## src/rtl/gbuff_drain_pkg.sv

```systemverilog
// Shared constants and FSM encoding for the output global-buffer drain engine.
package gbuff_drain_pkg;
  localparam int GBUFF_WORD_SIZE = 32;
  localparam int GBUFF_INDX_SIZE = 8;
  localparam int FIFO_DEPTH      = 2;

  typedef enum logic [1:0] {
    ST_IDLE  = 2'd0,
    ST_READ  = 2'd1,
    ST_FLUSH = 2'd2,
    ST_DONE  = 2'd3
  } drain_state_e;
endpackage

```

## src/rtl/gbuff_drain_skid_fifo.sv

```systemverilog
// Two-entry register FIFO with a registered head; absorbs the buffer read latency
// under downstream backpressure. Usable by any global-buffer reader.
module drain_skid_fifo #(
  parameter int W = 32
) (
  input  logic         clk,
  input  logic         rst,
  input  logic         i_push,
  input  logic [W-1:0] i_din,
  input  logic         i_pop,
  output logic         o_valid,
  output logic [W-1:0] o_head,
  output logic [1:0]   o_occ
);
  logic [W-1:0] r_head, r_tail;
  logic [1:0]   r_occ;
  logic         w_pop;

  assign w_pop   = i_pop && (r_occ != 2'd0);
  assign o_valid = (r_occ != 2'd0);
  assign o_head  = r_head;
  assign o_occ   = r_occ;

  always_ff @(posedge clk or posedge rst) begin
    if (rst) begin
      r_head <= '0;
      r_tail <= '0;
      r_occ  <= 2'd0;
    end else begin
      case ({i_push, w_pop})
        2'b10: begin
          if (r_occ == 2'd0) r_head <= i_din;
          else               r_tail <= i_din;
          r_occ <= r_occ + 2'd1;
        end
        2'b01: begin
          r_head <= r_tail;
          r_occ  <= r_occ - 2'd1;
        end
        2'b11: begin
          // Occupancy unchanged; the new word lands behind whatever remains.
          if (r_occ == 2'd1) r_head <= i_din;
          else begin
            r_head <= r_tail;
            r_tail <= i_din;
          end
        end
        default: ;
      endcase
    end
  end
endmodule

```

## src/rtl/gbuff_drain.sv

```systemverilog
// Reads count words from the output global buffer starting at base and streams
// them on a valid/ready port, crediting issues against skid FIFO space.
module gbuff_drain
  import gbuff_drain_pkg::*;
#(
  parameter int WORD_SIZE = GBUFF_WORD_SIZE,
  parameter int INDX_SIZE = GBUFF_INDX_SIZE
) (
  input  logic                 clk,
  input  logic                 rst,
  input  logic                 drain_start,
  input  logic [INDX_SIZE-1:0] base,
  input  logic [INDX_SIZE:0]   count,
  output logic                 gb_wr_en,
  output logic [INDX_SIZE-1:0] gb_index,
  output logic [WORD_SIZE-1:0] gb_data_in,
  input  logic [WORD_SIZE-1:0] gb_data_out,
  output logic                 out_valid,
  input  logic                 out_ready,
  output logic [WORD_SIZE-1:0] out_data,
  output logic                 busy,
  output logic                 drain_done
);
  drain_state_e         r_state, w_state_nx;
  logic [INDX_SIZE-1:0] r_base, r_last_idx, w_idx;
  logic [INDX_SIZE:0]   r_count, r_issued;
  logic                 r_inflight;
  logic                 w_issue, w_pop, w_accept;
  logic [1:0]           w_occ;
  logic [2:0]           w_credit;

  assign gb_wr_en   = 1'b0;
  assign gb_data_in = '0;
  assign busy       = (r_state == ST_READ) || (r_state == ST_FLUSH);
  assign drain_done = (r_state == ST_DONE);

  assign w_pop    = out_valid && out_ready;
  assign w_accept = (r_state == ST_IDLE) && drain_start && (count != '0);
  // Words still owed to the FIFO after this cycle: held + returning - leaving.
  assign w_credit = {1'b0, w_occ} + {2'b00, r_inflight} - {2'b00, w_pop};
  assign w_issue  = (r_state == ST_READ) && (r_issued < r_count) &&
                    (w_credit < 3'(FIFO_DEPTH));
  assign w_idx    = r_base + r_issued[INDX_SIZE-1:0];
  assign gb_index = w_issue ? w_idx : r_last_idx;

  always_comb begin
    w_state_nx = r_state;
    case (r_state)
      ST_IDLE:  if (drain_start) w_state_nx = (count == '0) ? ST_DONE : ST_READ;
      ST_READ:  if (w_issue && (r_issued + (INDX_SIZE+1)'(1) == r_count)) w_state_nx = ST_FLUSH;
      ST_FLUSH: if (w_credit == 3'd0) w_state_nx = ST_DONE;
      ST_DONE:  w_state_nx = ST_IDLE;
      default:  w_state_nx = ST_IDLE;
    endcase
  end

  always_ff @(posedge clk or posedge rst) begin
    if (rst) begin
      r_state    <= ST_IDLE;
      r_base     <= '0;
      r_count    <= '0;
      r_issued   <= '0;
      r_last_idx <= '0;
      r_inflight <= 1'b0;
    end else begin
      r_state    <= w_state_nx;
      r_inflight <= w_issue;
      if (w_accept) begin
        r_base   <= base;
        r_count  <= count;
        r_issued <= '0;
      end else if (w_issue) begin
        r_issued   <= r_issued + (INDX_SIZE+1)'(1);
        r_last_idx <= w_idx;
      end
    end
  end

  drain_skid_fifo #(.W(WORD_SIZE)) u_fifo (
    .clk     (clk),
    .rst     (rst),
    .i_push  (r_inflight),
    .i_din   (gb_data_out),
    .i_pop   (w_pop),
    .o_valid (out_valid),
    .o_head  (out_data),
    .o_occ   (w_occ)
  );
endmodule
```

## config.mk

```make
export PLATFORM = sky130hd
export DESIGN_NAME = gbuff_drain
export DESIGN_NICKNAME = d
export VERILOG_FILES = /design/src/rtl/gbuff_drain_pkg.sv /design/src/rtl/gbuff_drain_skid_fifo.sv /design/src/rtl/gbuff_drain.sv
export SDC_FILE = /design/constraint.sdc
export NUM_CORES = 1
export LEC_CHECK = 0
export ABC_CLOCK_PERIOD_IN_PS = 10550
export CAP_MARGIN = 15
export CORE_MARGIN = 2
export CORE_UTILIZATION = 55
export CTS_CLUSTER_DIAMETER = 50
export DETAILED_ROUTE_END_ITERATION = 10
export PLACE_DENSITY = 0.87
export SYNTH_ARGS = -nofsm -noshare
export SYNTH_HDL_FRONTEND = slang
export SYNTH_SLANG_ARGS = --single-unit
```

## constraint.sdc

```tcl
create_clock -name clk -period 10.55 [get_ports clk]
set_clock_uncertainty 0.2 [all_clocks]
set_input_delay 1.055 -clock clk [delete_from_list [all_inputs] [get_ports clk]]
set_output_delay 1.055 -clock clk [all_outputs]
set_load 0.05 [all_outputs]
```

## Word level (Yosys, flattened, before mapping)

Index checks and enable logic that the tools add are counted.

- Flip-flop bits (word level): 103
- Word-level logic and storage cells: 67

- Eq/ne operators: 14
- $lt $le $gt $ge: 2
- Reduce and logical (&&, ||, !) cells: 21
- Mux-type cells: 15
- Add/subtract/negate cells: 6

Operators by type and width:

| operator | number |
|---|---|
| $mux 32 | 4 |
| $pmux 32 s3 | 1 |
| $pmux 32 s2 | 1 |
| $mux 9 | 2 |
| $add 9x1->9 const B | 1 |
| $eq 9x9->1 | 1 |
| $logic_not 9->1 | 1 |
| $lt 9x9->1 | 1 |
| $reduce_bool 9->1 | 1 |
| $add 8x8->8 | 1 |
| $eq 2x2->1 const B | 4 |
| $mux 2 | 4 |
| $mux 8 | 1 |
| $pmux 2 s4 | 1 |
| $reduce_bool 2->1 | 4 |
| $logic_and 1x1->1 | 7 |
| $eq 2x1->1 const B | 3 |
| $ne 2x1->1 const B | 3 |
| $ne 2x2->1 const B | 3 |
| $reduce_and 3->1 | 2 |
| $logic_not 2->1 | 2 |
| $pmux 2 s2 | 1 |
| $add 2x1->3 | 1 |
| $logic_not 3->1 | 1 |
| 7 further kinds | 7 |

## Logic depth before layout (Yosys ltp)

Gate-level depths: netlist (run 1).

- Depth in word-level cells: 8
- Gate-level depth with buffers: 16

## Modules after synthesis

From an unflattened synthesis (run 1), not the netlist that was laid out.

- Cell total of the unflattened synthesis: 578
- Area, all modules: 5945.7 µm²

Modules (own cells, without submodules):

| module | instances | area an instance (µm²) | cells each |
|---|---|---|---|
| drain_skid_fifo | 1 | 3110.5 | 275 |
| gbuff_drain | 1 | 2835.2 | 303 |

## Least setup slack after synthesis (run 1)

No wires, ideal clock.

- Kind: input -> output
- Start: in out_ready
- End: out gb_index[6]
- Stages on the path: 12
- Arrival: 4.244 ns
- Setup slack: 5.051 ns
- Path buffers: 1
- Required time: 9.295 ns
- Cells stage by stage: nor2b_1 ha_1 inv_1 ha_1 inv_1 fa_1 xnor2_1 nand2_1 a2111oi_4 buf_4 nand2_1 o31ai_1

- Word-level cells in the longest chain between the ends: 5

RTL lines:

| element | RTL line | source |
|---|---|---|
| start, declared | gbuff_drain.sv:19 | `input logic out_ready,` |
| $logic_and 1x1->1 | gbuff_drain.sv:37 | `assign w_pop = out_valid && out_ready;` |
| $sub 3x1->3 | gbuff_drain.sv:40 | `assign w_credit = {1'b0, w_occ} + {2'b00, r_inflight} - {2'b00, w_pop};` |
| $lt 3x2->1 | gbuff_drain.sv:42 | `(w_credit < 3'(FIFO_DEPTH));` |
| $logic_and 1x1->1 | gbuff_drain.sv:41 | `assign w_issue = (r_state == ST_READ) && (r_issued < r_count) &&` |
| $mux 8 | - |  |
| end, declared | gbuff_drain.sv:15 | `output logic [INDX_SIZE-1:0] gb_index,` |

No other way between the ends.

## Worst setup path in the final report (run 1)

- Start: in out_ready
- End: out gb_index[4]

- Word-level cells in the longest chain between the ends: 5

RTL lines:

| element | RTL line | source |
|---|---|---|
| $logic_and 1x1->1 | gbuff_drain.sv:37 |  |
| $sub 3x1->3 | gbuff_drain.sv:40 |  |
| $lt 3x2->1 | gbuff_drain.sv:42 |  |
| $logic_and 1x1->1 | gbuff_drain.sv:41 |  |
| via w_issue | gbuff_drain.sv:28 | `logic w_issue, w_pop, w_accept;` |
| $mux 8 | - |  |

The timed path passes the listed nets, and every way through them passes these cells.

==> impl_metrics.py, run 1 <==
metrics = {
    "synth": {
        "netlist_area_mm2": 0.00555,
        "synth.distinct_cells": 52,
        "synth_top_area_cell": "dfrtp_1",
        "yosysMostFrequentCell": "dfrtp_1",
        "avgSynthCellArea_um2": 10.3,
        "syn-instance-count": 537,
        "ys_warn_count": 0,
        "ys_ff_latch": 103,
        "async_reset_ff_share_pct": 100,
        "yosys.area_share.simple_pct": 10.6,
        "synth_top_family_by_area": "compound AO/OA/AOI/OAI gates",
        "synth-compound-area-share_pct": 13.2,
        "ys.flop_type": "dfrtp_1",
        "yosys-top-cells-count": "103 x dfrtp_1, 58 x nand2_1, 53 x o21ai_0",
        "synthTopCellsByArea": "dfrtp_1 46%, mux2_2 11%, ha_1 6.5%, o21ai_0 4.8%, buf_4 4.7%",
        "yosysSeqAreaShare_pct": 46.5,
        "synth-adder-area-share_pct": 7.26,
        "synth_xor_area_share_pct": 3.47,
        "muxShareOfSynthArea_pct": 10.6,
        "synth-edff-count": 0,
        "netlist.area_leader.share_pct": 46.5,
    },
    "routing": {
        "num_vias": 4200,
        "drt_iter0_markers": 233,
        "drc": 0,
        "ant_nets": 0,
        "vias_per_cell": 5.51,
        "wirelength_um": 12300,
        "dr.pass1.iters": 5,
        "wl_per_cell_um": 16.2,
    },
    "power": {
        "clock_power_share_pct": 12.4,
        "netSwitchingFraction_pct": 46.3,
        "p_comb_share_pct": 54.9,
        "power_leakage_nw": 2.98,
        "p_switching_uw": 982,
        "internal_power_mw": 1.14,
        "ir_drop_mv": 0.240,
        "pwr-share-seq_pct": 32.7,
        "p_per_area_mw_per_mm2": 315,
    },
    "clock_tree": {
        "cts_tree": "yes",
        "clk_pin_slew_ns": 0.11,
        "clock_latency_ns": 0.37,
        "clockBufferDepth": 2,
        "cts.sinks": 103,
        "post_cts_buffers": 0,
        "clockRootBuffer": "clkbuf_8",
        "cts.repair.resized": 0,
        "cts_buffers": 9,
        "holdBufCountCts": 0,
        "htree_levels": 3,
    },
    "timing": {
        "tightest_slew_ns": 1.10,
        "fmax_mhz": 149,
        "setup_viol": 0,
        "finalHoldViolCount": 0,
        "tns_ns": 0,
        "relSlewSlack_pct": 26.7,
        "fin_crit_sh_pct": 63.5,
        "finalCriticalPeriod_ns": 6.70,
        "rsz0062_at_grt": "no",
        "final_max_slew_viol_count": 0,
    },
    "job": {
        "cap_violations": 0,
    },
    "worst_setup_path": {
        "crit_path_cell_trace": "clkdlybuf4s50_1 > nor2b_1 > ha_1 > inv_1 > ha_1 > inv_1 > fa_1 > xnor2_1 > nand2_1 > a2111oi_4 > nand2_1 > inv_2 > mux2_2 > clkdlybuf4s50_1",
        "cp-end-kind": "output port",
        "critPathMaxFanout": 11,
        "crit_arrival_ns": 5.45,
        "path_class": "input port to output port",
        "crit_path_top_delay_cell": "a2111oi_4",
        "worstPathRequired_ns": 9.30,
        "max_stage_delay_ns": 0.70,
        "cp-start-kind": "input port",
    },
    "global_route": {
        "grtUsageTotal_pct": 23.2,
        "grt_overflow": 0,
        "grt_first_pass_wirelength_um": 20600,
        "antenna_found_initial": 0,
        "grt_max_degree": 93,
        "first_global_vias": 4193,
    },
    "floorplanning": {
        "rows": 36,
        "initial_core_util_pct": 56.8,
        "placeableCoreArea_mm2": 0.00977,
        "die_w_um": 104,
        "dieArea_mm2": 0.0109,
        "pin_count": 129,
        "die_y_um": 104,
    },
    "layout": {
        "area_growth_pct": 21.6,
        "fin_util_pct": 69.0,
        "num_antenna_cells": 0,
        "drive_above_1_share_pct": 13.4,
        "fin_nets": 708,
    },
    "status": {
        "status": "complete, no violations",
    },
    "placement": {
        "gp_congestion": 0.870,
        "place_hpwl_um": 8720,
        "portBuffers": 95,
    },
    "hold_path": {
        "min_path_type": "flop to flop",
    },
}
-- power by group through the flow --
stage | clock network (mW) | logic (mW) | registers, mW
2_1_floorplan | 0 | 0.665 | 0.858
3_3_place_gp | 0 | 1.12 | 0.685
3_5_place_dp | 0 | 1.16 | 0.694
4_1_cts | 0.268 | 1.17 | 0.692
5_1_grt | 0.286 | 1.25 | 0.714
6_report | 0.264 | 1.17 | 0.694
-- worst max-delay path, delay by kind of cell --
kind | cells | cell delay, ns
buffers and inverters | 5 | 1.55
adder cells (fa/ha/maj) | 3 | 0.81
AND/OR/NAND/NOR | 3 | 0.76
AO/OA/AOI/OAI | 1 | 0.70
multiplexers | 1 | 0.36
XOR/XNOR | 1 | 0.19
-- state kept, by name, summed over array words and instances (netlist names) --
| signal | cells |
|---|---|
| r_count | 9 |
| r_inflight | 1 |
| u_fifo.r_tail | 32 |
| u_fifo.o_occ | 2 |
| u_fifo.o_head | 32 |
| r_issued | 9 |
| r_base | 8 |
| r_last_idx | 8 |
| r_state | 2 |
-- cells in the final DEF, fill, tap and decap left out, types with 8 or more instances in the layout --
cell type and count:
dfrtp_1 103, clkdlybuf4s50_1 95, nand2_1 58, o21ai_0 53, mux2_2 52, conb_1 33
a22oi_1 32, inv_1 30, ha_1 29, nor2_1 25, xnor2_1 14, nand3_1 10
clkbuf_8 10, xor2_1 8
-- per-layer routing --
metal / vias up / global-route usage [%] / share of wire (%)
li1: 1965 / - / -
met5: - / 0 / 0
met4: 0 / 7.92 / 1.8
met1: 2071 / 31.3 / 43
met3: 19 / 3.70 / 5.3
met2: 145 / 38.0 / 50
-- logic make-up (layout without fill, tap and decap cells) --
family / count (synthesis) / count (layout)
AO/OA/AOI/OAI: 114 / 114
XOR/XNOR: 22 / 22
adder cells (fa/ha/maj): 31 / 31
buffers and inverters: 89 / 149
flip-flops: 103 / 103
multiplexers: 52 / 52
other: 1 / 33
AND/OR/NAND/NOR: 125 / 125
-- through the flow --
| stage | power, mW | setup WS [ns] | std cells | hold WS [ns] | instance area, um^2 |
|---|---|---|---|---|---|
| after floorplan | 1.52 | 5.05 | 569 | 0.248 | 5670 |
| after global placement | 1.80 | 4.02 | 745 | 0.267 | 6510 |
| after detailed placement | 1.85 | 3.92 | 745 | 0.269 | 6510 |
| after CTS | 2.13 | 3.89 | 761 | 0.294 | 6720 |
| after global routing | 2.25 | 3.62 | 762 | 0.317 | 6750 |
| final | 2.12 | 3.85 | 762 | 0.287 | 6750 |
-- final cells by class --
type / instances / area, um^2
Clock buffer: 10 / 138
Fill cell: 731 / 3030
Timing Repair Buffer: 101 / 1020
Sequential cell: 103 / 2580
Multi-Input combinational cell: 377 / 2650
Clock inverter: 6 / 75.1
Inverter: 32 / 123
Tap cell: 133 / 166
-- worst paths after layout --
path | start | end | slack, ns | cells after the start
max | out_ready | gb_index[4] | 3.85 | 14
min | u_fifo.o_head[4]$_DFFE_PP0P_ | u_fifo.o_head[4]$_DFFE_PP0P_ | 0.29 | 2
max reg2reg | u_fifo.o_occ[1]$_DFFE_PP0P_ | r_state[1]$_DFFE_PP0P_ | 6.26 | 14
min reg2reg | u_fifo.o_head[4]$_DFFE_PP0P_ | u_fifo.o_head[4]$_DFFE_PP0P_ | 0.29 | 2
max in group asynchronous | rst | u_fifo.r_tail[4]$_DFFE_PP0P_ | 8.52 | 4
min in group asynchronous | rst | u_fifo.r_tail[20]$_DFFE_PP0P_ | 0.72 | 2
Power figures use the tool's default switching activity.
==> run 2: changes to the inputs <==
--- a/config.mk
+++ b/config.mk
@@ -5,13 +5,13 @@
 export SDC_FILE = /design/constraint.sdc
 export NUM_CORES = 1
 export LEC_CHECK = 0
-export ABC_CLOCK_PERIOD_IN_PS = 10550
+export ABC_CLOCK_PERIOD_IN_PS = 5800
 export CAP_MARGIN = 15
 export CORE_MARGIN = 2
-export CORE_UTILIZATION = 55
+export CORE_UTILIZATION = 46
 export CTS_CLUSTER_DIAMETER = 50
 export DETAILED_ROUTE_END_ITERATION = 10
-export PLACE_DENSITY = 0.87
+export PLACE_DENSITY = 0.77
 export SYNTH_ARGS = -nofsm -noshare
 export SYNTH_HDL_FRONTEND = slang
 export SYNTH_SLANG_ARGS = --single-unit
==> constraint.sdc (replaced) <==
create_clock -name clk -period 5.8 [get_ports clk]
set_clock_uncertainty 0.2 [all_clocks]
set_input_delay 0.58 -clock clk [delete_from_list [all_inputs] [get_ports clk]]
set_output_delay 0.58 -clock clk [all_outputs]
set_load 0.05 [all_outputs]
==> run 2 against run 1 <==
Compared with the run above:
- total power increased by 87%
- core utilization decreased by 12 points
- clock power increased by 140%
- worst setup slack got worse by 3.4 ns
- final area increased by 1.4%
- combinational power increased by 80%
- clock-buffer cell count increased by 1
==> impl_metrics.py, run 2 (synthesis gave the netlist of run 1 again) <==
metrics = {
    "routing": {
        "wl_per_cell_um": 15.4,
        "dr.pass1.iters": 4,
        "vias_per_cell": 5.28,
        "drc": 0,
        "num_vias": 4095,
        "ant_nets": 0,
        "drt_iter0_markers": 185,
        "wirelength_um": 11900,
    },
    "timing": {
        "relSlewSlack_pct": 25.5,
        "finalCriticalPeriod_ns": 5.31,
        "finalHoldViolCount": 0,
        "fin_crit_sh_pct": 91.5,
        "tightest_slew_ns": 1.12,
        "hold-worst-slack_ns": 0.279,
        "setup_viol": 0,
        "tns_ns": 0,
        "rsz0062_at_grt": "no",
        "final_max_slew_viol_count": 0,
        "fmax_mhz": 188,
    },
    "clock_tree": {
        "post_cts_buffers": 0,
        "holdBufCountCts": 0,
        "clk_pin_slew_ns": 0.07,
        "cts_buffers": 9,
        "cts_tree": "yes",
        "htree_levels": 3,
        "clock_latency_ns": 0.35,
        "cts.repair.resized": 0,
        "cts.sinks": 103,
        "clockBufferDepth": 2,
        "clockRootBuffer": "clkbuf_16",
    },
    "global_route": {
        "grt_max_degree": 65,
        "first_global_vias": 4062,
        "grt_overflow": 0,
        "grt_first_pass_wirelength_um": 19900,
        "antenna_found_initial": 0,
        "grtUsageTotal_pct": 19.3,
    },
    "status": {
        "status": "complete, no violations",
    },
    "layout": {
        "regArea_mm2": 0.00258,
        "num_antenna_cells": 0,
        "fillers": 1029,
        "mostFrequentLayoutCells": "103 x dfrtp_1, 95 x clkdlybuf4s50_1, 58 x nand2_1, 53 x o21ai_0, 52 x mux2_2",
        "final_common_cell": "dfrtp_1",
        "drive_above_1_share_pct": 13.2,
        "area_growth_pct": 23.3,
        "multi_input_area_mm2": 0.00265,
        "fin_util_pct": 57.4,
        "fin_nets": 708,
    },
    "worst_setup_path": {
        "crit_arrival_ns": 4.53,
        "critPathMaxFanout": 9,
        "cp-end-kind": "output port",
        "worstPathRequired_ns": 5.02,
        "path_class": "flop to output port",
        "cp-start-kind": "flop",
    },
    "floorplanning": {
        "die_w_um": 114,
        "pin_count": 129,
        "die_y_um": 114,
        "rows": 40,
        "placeableCoreArea_mm2": 0.0119,
        "dieArea_mm2": 0.0130,
        "initial_core_util_pct": 46.6,
    },
    "power": {
        "p_per_area_mw_per_mm2": 582,
        "ir_drop_mv": 0.453,
        "power_leakage_nw": 3.01,
    },
    "hold_path": {
        "min_path_type": "flop to flop",
    },
    "placement": {
        "place_hpwl_um": 8450,
        "gp_congestion": 0.852,
        "portBuffers": 95,
    },
    "job": {
        "cap_violations": 0,
    },
}
## run 2: changes by cell type in the layout (fill, tap and decap cells not counted)
| cell | previous run | this run |
|---|---|---|
| inv_8 | 1 | 0 |
| clkinv_4 | 1 | 2 |
| clkbuf_16 | 0 | 9 |
| buf_16 | 1 | 0 |
| buf_4 | 5 | 6 |
| inv_6 | 2 | 0 |
| clkbuf_8 | 10 | 2 |
## run 2: area by class of cell
type,instances,share of cell area (%)
clock buffers,11,3.69
clock inverters,4,0.805
inverters,32,1.79
multi-input cells,377,38.8
flip-flops and latches,103,37.7
well taps,147,2.69
repair buffers,101,14.6
## run 2: report_power, final
group | total, mW | internal [mW] | switching (mW)
Combinational | 2.11 | 0.811 | 1.29
Clock | 0.622 | 0.357 | 0.265
Sequential | 1.25 | 1.05 | 0.205
Total | 3.98 | 2.22 | 1.76
## run 2: worst paths after layout
| check | from | cells after the start | slack (ns) | endpoint |
|---|---|---|---|---|
| setup / recovery | u_fifo.o_occ[1]$_DFFE_PP0P_ | 15 | 0.49 | gb_index[7] |
| hold / removal | u_fifo.o_head[2]$_DFFE_PP0P_ | 2 | 0.28 | u_fifo.o_head[2]$_DFFE_PP0P_ |
| setup reg to reg | u_fifo.o_occ[1]$_DFFE_PP0P_ | 15 | 1.85 | r_state[1]$_DFFE_PP0P_ |
| hold reg to reg | u_fifo.o_head[2]$_DFFE_PP0P_ | 2 | 0.28 | u_fifo.o_head[2]$_DFFE_PP0P_ |
| max in group asynchronous | rst | 3 | 3.83 | u_fifo.r_tail[5]$_DFFE_PP0P_ |
| min in group asynchronous | rst | 2 | 0.48 | u_fifo.r_tail[23]$_DFFE_PP0P_ |
## run 2: critical path, cell delays in order, from the launching register on
cell,delay (ns)
dfrtp_1,0.42
inv_1,0.09
ha_1,0.26
nor2b_1,0.33
ha_1,0.30
inv_1,0.06
ha_1,0.13
inv_1,0.04
fa_1,0.37
xnor2_1,0.18
nand2_1,0.12
a2111oi_4,0.34
nand2_1,0.24
inv_2,0.22
mux2_2,0.37
clkdlybuf4s50_1,0.71
## run 2: layer usage
metal	routed length (um)	GRT usage (%)	vias to the layer above	share of wire, %
li1	-	-	1975	-
met1	5460	25.8	1993	46
met2	5510	30.2	115	46
met3	796	6.06	12	6.7
met4	154	6.42	0	1.3
met5	0	0	-	0
## run 2: metrics by stage
stage          worst slack (ns)  power, mW  cell area, um^2  std cells
3_3_place_gp              0.646       3.30             6530        760
4_1_cts                   0.431       4.01             6840        775
6_report                  0.491       3.98             6840        775
2_1_floorplan              1.15       2.77             5670        569
5_1_grt                   0.229       4.25             6840        775
3_5_place_dp              0.517       3.37             6530        760
==> edit, RTL diff (flow settings as in run 2) <==
Set the package constant `GBUFF_WORD_SIZE` to 64 (it was 32).
--- a/src/rtl/gbuff_drain_pkg.sv
+++ b/src/rtl/gbuff_drain_pkg.sv
@@ -1,6 +1,6 @@
 // Shared constants and FSM encoding for the output global-buffer drain engine.
 package gbuff_drain_pkg;
-  localparam int GBUFF_WORD_SIZE = 32;
+  localparam int GBUFF_WORD_SIZE = 64;
   localparam int GBUFF_INDX_SIZE = 8;
   localparam int FIFO_DEPTH      = 2;
 
Interface: changed (resized gb_data_in, gb_data_out and out_data); port bits go from 129 to 225. The function was not compared with the original's and may differ.
==> edit against run 2 <==
  * Sequential power is 64% higher
  * Cell area is 54% higher
  * Utilization is 1.0 points higher
  * Synthesized cell count is 47% higher
  * Sequential cell count is 64 higher
  * Power is 67% higher
  * Combinational power is 67% higher
  * Routed wire length is 56% higher
  * Register-to-register slack better by 450 ps
  * Setup slack better by 160 ps
  * Synthesized area is 51% higher
  * Die area is 49% higher
  * Hold slack worse by 3.1 ps
  * Critical path type unchanged
  * Critical endpoint is now gb_index[3]
  * Largest cell class is now registers
  * Highest routed layer unchanged
==> edit: results (changes against run 2) <==
first-pass GRT wire length 30400 µm (was 19900 µm); post-cts sizing count 0 (unchanged); DP HPWL 12600 µm (was 8450 µm); status complete, no violations (unchanged); Slew HR 39.8% (was 25.5%); layout cells sized above 1 13.7% (was 13.2%); Remaining DRCs 0 (unchanged); total track usage 19.5% (was 19.3%); clock group power 1.07 mW (was 0.622 mW); Root Driver clkbuf_16 (unchanged); clock network area share 5.28% (was 4.50%); Num CTS Buffers 17 (was 9); CP Max Fanout 9 (unchanged); asr flop ratio synth 100% (unchanged); comb_multi_in 547 (was 377); CTS H-tree depth 4 (was 3); sw frac 45.0% (was 44.3%); hold_sp u_fifo.o_head[47] (was u_fifo.o_head[2]); register area 4180 µm² (was 2580 µm²); Crit Reg-Reg Startpoint u_fifo.o_occ[1] (unchanged); Distinct cells, synth 58 (was 52); fill count 1507 (was 1029); Post-Route WL 18500 µm (was 11900 µm); Worst Hold Class reg -> reg (unchanged); 1st-pass router iterations 5 (was 4); comb pwr 3.52 mW (was 2.11 mW); post-synthesis sequential area ratio 49.7% (was 46.5%); vias post-DR 6038 (was 4095); routability cong. 0.821 (was 0.852); Clock Latency Late Sink 420 ps (was 350 ps); clock buffers 19 (was 11); worst vdd ir 0.476 mV (was 0.453 mV); Yosys warning count 0 (unchanged); input/output buffers 159 (was 95); Clock transition at path regs 60 ps; Inverters 30 (was 32); Pint 3.65 mW (was 2.22 mW); synth cell count leaders 167 x dfrtp_1, 97 x nand2_1, 82 x o21ai_0 (was 103 x dfrtp_1, 58 x nand2_1, 53 x o21ai_0); Data buffer area share 15.7% (was 14.6%); Iteration-0 DRC Markers 262 (was 185); Leak 4.64 nW (was 3.01 nW); CP max stage cell clkdlybuf4s50_1 (unchanged); multi-input combinational cell area 3720 µm² (was 2650 µm²); Buffers, non-clock 166 (was 101); diode count 0 (unchanged); nets 1045 (was 708); Arr. time, crit path 4370 ps (was 4530 ps); clk sinks 167 (was 103); clk buf depth 2 (unchanged); pin count of the biggest net entering global routing 105 (was 65); buffers inserted by post-CTS timing repair 0 (unchanged); startpoint types register (unchanged); CP max stage delay 790 ps (was 710 ps); Synth area leaders dfrtp_1 50%, mux2_2 10%, buf_4 5.8% (was dfrtp_1 46%, mux2_2 11%, ha_1 6.5%); antenna violations before repair 0 (unchanged)
## edit: logic make-up after synthesis
logic type / count (synthesis) / synth area share [%]
simple gates: 169 / 9.10
xor+xnor: 23 / 2.40
fa+ha+maj: 31 / 4.79
mux: 82 / 11.2
buf+inv: 137 / 9.30
compound gates: 177 / 13.5
other cells: 1 / 0.0446
flops: 167 / 49.7
## edit: critical path: cells and delay by family, from the launching register on
family	cells	cell delay, ps
XOR/XNOR	1	140
multiplexers	1	310
AND/OR/NAND/NOR	4	650
flip-flops	1	430
buffers and inverters	6	1430
adder cells (fa/ha/maj)	4	980
## edit: routing by layer
layer | GRT usage (%) | share of wire, % | vias up
met2 | 31.8 | 48 | 200
met4 | 4.94 | 0.76 | 0
met3 | 6.84 | 8.1 | 9
met5 | 0 | 0 | -
li1 | - | - | 2898
met1 | 25.1 | 44 | 2931
## edit: worst paths after layout
path / end / slack, ps / cells after the start
worst max-delay path: gb_index[3] / 650 / 16
worst min-delay path: u_fifo.o_head[47] / 280 / 2
worst max register to register: u_fifo.o_head[28] / 2300 / 10
worst min register to register: u_fifo.o_head[47] / 280 / 2
max in group asynchronous: u_fifo.o_head[41] / 3840 / 3
min in group asynchronous: u_fifo.o_head[8] / 540 / 2
## edit: stage by stage
step	std cells	hold WS (ps)	cell area (µm²)	util, %	setup WS (ps)
2_1_floorplan	851	248	8640	-	502
3_3_place_gp	1139	260	9950	55.4	889
3_5_place_dp	1139	269	9950	55.4	802
4_1_cts	1170	284	10500	58.5	601
5_1_grt	1170	311	10500	58.5	367
6_report	1170	276	10500	58.5	653
